## src/rtl/dmem_arbiter.sv

```systemverilog
// Two-port arbiter in front of the single-port data memory.
//   Port 0 (CPU load/store) has fixed priority. Port 1 (debug/DMA loader) is
//   granted once port 0 has won MAX_BURST consecutive contested cycles.
//   At most one access per cycle. Memory read data arrives one cycle after the
//   address, and is steered to the port that issued the read.
// Ports:
//   clk, reset                         clock, synchronous active-high reset
//   req0/addr0/wdata0/we0 -> gnt0      port 0 request and combinational grant
//   rvalid0/rdata0                     port 0 read return
//   req1/addr1/wdata1/we1 -> gnt1      port 1 request and combinational grant
//   rvalid1/rdata1                     port 1 read return
//   maddr/mwdata/mwe, mrdata           memory side
module dmem_arbiter #(
  parameter int unsigned ADDR_W    = 32,
  parameter int unsigned MAX_BURST = 4
) (
  input  logic              clk,
  input  logic              reset,
  input  logic              req0,
  input  logic [ADDR_W-1:0] addr0,
  input  logic [31:0]       wdata0,
  input  logic [3:0]        we0,
  output logic              gnt0,
  output logic              rvalid0,
  output logic [31:0]       rdata0,
  input  logic              req1,
  input  logic [ADDR_W-1:0] addr1,
  input  logic [31:0]       wdata1,
  input  logic [3:0]        we1,
  output logic              gnt1,
  output logic              rvalid1,
  output logic [31:0]       rdata1,
  output logic [ADDR_W-1:0] maddr,
  output logic [31:0]       mwdata,
  output logic [3:0]        mwe,
  input  logic [31:0]       mrdata
);

  localparam logic [3:0] BurstMax = 4'(MAX_BURST);

  logic [3:0]  burst_q, burst_d;
  logic        rvalid0_q, rvalid1_q;
  logic [31:0] rdata0_q, rdata1_q;

  // Grant selection. Gating by reset keeps mwe at 0 while reset is high.
  always_comb begin
    gnt0 = 1'b0;
    gnt1 = 1'b0;
    if (!reset) begin
      if (req0 && req1) begin
        if (burst_q == BurstMax) begin
          gnt1 = 1'b1;
        end else begin
          gnt0 = 1'b1;
        end
      end else if (req0) begin
        gnt0 = 1'b1;
      end else if (req1) begin
        gnt1 = 1'b1;
      end
    end
  end

  // Memory drive; idle defaults to addr0 with no write.
  always_comb begin
    maddr  = addr0;
    mwdata = 32'h0;
    mwe    = 4'h0;
    if (gnt0) begin
      mwdata = wdata0;
      mwe    = we0;
    end else if (gnt1) begin
      maddr  = addr1;
      mwdata = wdata1;
      mwe    = we1;
    end
  end

  // Counts port-0 wins while port 1 waits; any port-1 grant or idle port 1 clears it.
  always_comb begin
    burst_d = 4'h0;
    if (gnt0 && req1) begin
      burst_d = (burst_q == BurstMax) ? burst_q : burst_q + 4'h1;
    end
  end

  // A read outstanding when reset arrives must not surface, so the
  // registered valids are also masked combinationally by reset.
  always_comb begin
    rvalid0 = rvalid0_q & ~reset;
    rvalid1 = rvalid1_q & ~reset;
    rdata0  = rvalid0 ? mrdata : rdata0_q;
    rdata1  = rvalid1 ? mrdata : rdata1_q;
  end

  always_ff @(posedge clk) begin
    if (reset) begin
      burst_q   <= 4'h0;
      rvalid0_q <= 1'b0;
      rvalid1_q <= 1'b0;
      rdata0_q  <= 32'h0;
      rdata1_q  <= 32'h0;
    end else begin
      burst_q   <= burst_d;
      rvalid0_q <= gnt0 && (we0 == 4'h0);
      rvalid1_q <= gnt1 && (we1 == 4'h0);
      rdata0_q  <= rdata0;
      rdata1_q  <= rdata1;
    end
  end

endmodule

```

## config.mk

```make
export PLATFORM = sky130hd
export DESIGN_NAME = dmem_arbiter
export DESIGN_NICKNAME = d
export VERILOG_FILES = /design/src/rtl/dmem_arbiter.sv
export SDC_FILE = /design/constraint.sdc
export NUM_CORES = 1
export LEC_CHECK = 0
export ABC_AREA = 1
export CORE_MARGIN = 2
export CORE_UTILIZATION = 31
export DETAILED_ROUTE_END_ITERATION = 8
export HOLD_SLACK_MARGIN = 0.05
export PLACE_DENSITY_LB_ADDON = 0.15
export SLEW_MARGIN = 10
export SYNTH_ARGS = -nofsm -noshare
export SYNTH_HDL_FRONTEND = slang
export SYNTH_SLANG_ARGS = --single-unit
```

## constraint.sdc

```tcl
create_clock -name clk -period 1.4 [get_ports clk]
set_input_delay 0.21 -clock clk [delete_from_list [all_inputs] [get_ports clk]]
set_output_delay 0.21 -clock clk [all_outputs]
set_load 0.01 [all_outputs]
```

==> impl_metrics.csv <==
group,metric,value,unit
route,dr.first_iter.drc_count,331,
cts,clk_pin_slew,0.06,ns
cts,tritoncts,"built",
cts,clockBufferDepth,2,
route,drc,0,
placement,port_buffers,307,
floorplan,rows,41,
setup_path,crit_chain,"inv_2 -> ha_4 -> nand3_4 -> nand2_8 -> buf_12 -> nand2_8 -> clkbuf_16 -> nand2_2 -> nand2_1 -> buf_2",
placement,gp_congestion,0.885,
sta,fin_ws,-0.535,ns
yosys,ys_ff_latch,70,
setup_path,crit_path_top_delay_cell,"dfxtp_2",
yosys,synth_fa_ha_area_share,0.615,%
route,vias,6394,
setup_path,critical_path_class,"reg -> out",
route,met3WireLength,1750,µm
cts,root_buffer,"clkbuf_16",
floorplan,die_w,119,µm
yosys,synth_area,4070,µm²
global_routing,globalRouteTotalUtil,27.0,%
setup_path,crit_family,"buffers and inverters",
yosys,synth_top_area_share,34.5,%
sta,fin_worst_skew,0.00423,ns
power,p_leak,5.59,nW
placement,dp_hpwl,13100,µm
sta,worst_slew_pin_slew,0.399,ns
cts,clock-sinks,70,
yosys,synth-edff-count,0,
final_layout,post_route_cells_drive_above_1_share,51.7,%
yosys,synthSimpleGateAreaFrac,37.1,%
route,first_pass_iters,5,
sta,finalCriticalPeriod,1.94,ns
setup_path,crit_buf_inv,4,
cts,cts_buffers,9,
final_layout,syn_to_final_growth,161,%
min_path,min_path_type,"in -> reg",
floorplan,fp.coreArea,12700,µm²
global_routing,antenna_found_initial,5,
yosys,synth_ff_type,"dfxtp_1",
setup_path,crit_path_end_kind,"output port",
global_routing,grt_max_degree,52,
yosys,synth.area.mux_share,0,%
sta,drv_slew,0,
sta,hold_ws,0.477,ns
floorplan,die_h,119,µm
placement,place_ws,-0.765,ns
global_routing,grt_pass1_wl,30100,µm
outcome,violations,"setup timing",
sta,relSlewSlack,73.4,%
yosys,synth_cells,680,
route,wl_met1,9690,µm
route,ant_nets,0,
yosys,ys_types,22,
yosys,synth_area_leaders,"dfxtp_1, nand2_1, nand3_1",
floorplan,start_util,32.0,%
final_layout,fin_nets,1322,
power,ir_drop,0.572,mV
sta,fmaxAchievable,0.517,GHz
setup_path,cp.arrival,1.73,ns
cts,htree_levels,3,
sta,hold_violations,0,
global_routing,grt-ovfl-total,0,
yosys,syn_nets,854,
yosys,synth_top_family_by_area,"simple AND/OR/NAND/NOR gates",
job,drv_cap,0,
yosys,yosysTopAreaCell,"dfxtp_1",
floorplan,ioPinCount,308,
route,avgRoutedWirePerCell,18.9,µm
global_routing,grt_pass1_vias,5590,
setup_path,cp.required,1.19,ns
route,wl_met2,12900,µm
cts,insertion_delay,0.32,ns
sta,period_share,138,%
yosys,synth_warnings,0,
yosys,synth_compound_area_share,8.00,%
route,top_layer_used,"met5",
setup_path,critPathMaxStageDelay,0.34,ns
route,routed_wl,25000,µm
yosys,synthArstFlopShare,0,%
power,power.density,558,nW/µm²
setup_path,cp-start-kind,"flop",
setup_path,crit_path_max_fanout,7,
sta,rsz0062_at_grt,"true",
yosys,avgSynthCellArea,5.98,µm²
yosys,ys_seq_area_share,34.5,%
sta,setup_viol,144,
outcome,status,"finished, violations left",
setup_path,crit_top_cell,"nand2_8",
yosys,synth_xor_area_share,0.431,%
floorplan,die_area,14000,µm²
route,vias_per_cell,4.82,
cells in the mapped netlist, types with 2 or more instances:
cell,n
buf_1,5
buf_2,22
buf_4,9
buf_6,5
clkbuf_1,4
dfxtp_1,70
ha_1,2
inv_1,138
nand2_1,169
nand2_2,4
nand3_1,106
nor2_1,74
o21ai_0,58
o21ai_1,6
stage by stage:
stage / total power, mW / utilization, % / cell area [µm²] / TNS, ns / std cells
2_1_floorplan: 2.47 / - / 4080 / 0 / 680
3_3_place_gp: 3.49 / 62.4 / 7940 / -73.41 / 1208
3_5_place_dp: 3.49 / 62.4 / 7940 / -73.38 / 1208
4_1_cts: 5.63 / 71.4 / 9090 / -51.90 / 1269
5_1_grt: 6.15 / 83.4 / 10600 / -60.43 / 1327
6_report: 5.93 / 83.4 / 10600 / -50.30 / 1327
cell usage in the layout, fill, tap and decap left out, drive strengths merged:
cell | netlist | routed
nand3 | 107 | 107
inv | 139 | 140
nor2 | 75 | 75
bufbuf | 0 | 1
xor2 | 1 | 1
clkbuf | 4 | 33
dfxtp | 70 | 70
clkdlybuf4s50 | 0 | 170
nand4 | 2 | 2
a21oi | 1 | 1
nand2 | 173 | 174
diode | 0 | 3
xnor2 | 1 | 1
buf | 41 | 297
o21ai | 64 | 64
clkinvlp | 0 | 2
clkinv | 0 | 3
dlygate4sd2 | 0 | 2
ha | 2 | 2
dlymetal6s2s | 0 | 7
power breakdown:
part	internal [mW]	switching, mW	leakage, nW
Clock	1.18	0.871	0.127
Sequential	2.00	0.00619	0.567
Combinational	1.05	0.814	4.90
Total	4.24	1.69	5.59
routing by layer:
metal | global-route usage [%] | vias up
li1 | - | 3010
met1 | 33.3 | 3046
met2 | 46.1 | 276
met3 | 7.14 | 58
met4 | 7.59 | 4
met5 | 0 | -
final timing paths:
path	startpoint	end	slack, ns	cells past startpoint
hold reg to reg	burst_q[0]	burst_q[0]	0.52	2
hold / removal	reset	rdata0_q[14]	0.48	3
setup reg to reg	rvalid1_q	rdata1_q[9]	-0.16	9
setup / recovery	burst_q[0]	maddr[31]	-0.54	10
state kept, by name, indices dropped and copies added (netlist names):
name / cells
rdata0_q: 32
rdata1_q: 32
burst_q: 4
rvalid0_q: 1
rvalid1_q: 1
area by class of cell:
cell class,count,area (µm²)
tap,172,215
sequential,70,1410
antenna,3,7.51
timing repair buffer,501,5010
clock buffer,9,225
clock inverter,6,38.8
inverter,139,527
multi-input combinational,427,3180
fill,762,2110
worst reg2reg max path: cells and delay by family (launching register included):
family	cells	cell delay [ns]
buffers and inverters	6	0.74
DFF	1	0.41
AOI/OAI and AO/OA	1	0.17
and+or+nand+nor	2	0.13
repair_timing:
action | in CTS | in global routing
resized for setup | 591 | 408
cloned | 12 | 14
buffers inserted | 35 | 50
endpoints found under the setup margin | 136 | 140
pin swaps | 70 | 46
hold buffers | 0 | 0
kinds of logic (layout without fill, tap and decap cells):
logic type	Yosys count	count (layout)
AO/OA/AOI/OAI	65	65
other	0	3
adder cells (fa/ha/maj)	2	2
XOR/XNOR	2	2
AND/OR/NAND/NOR	357	358
flip-flops	70	70
buffers and inverters	184	655
Power figures use the tool's default switching activity.
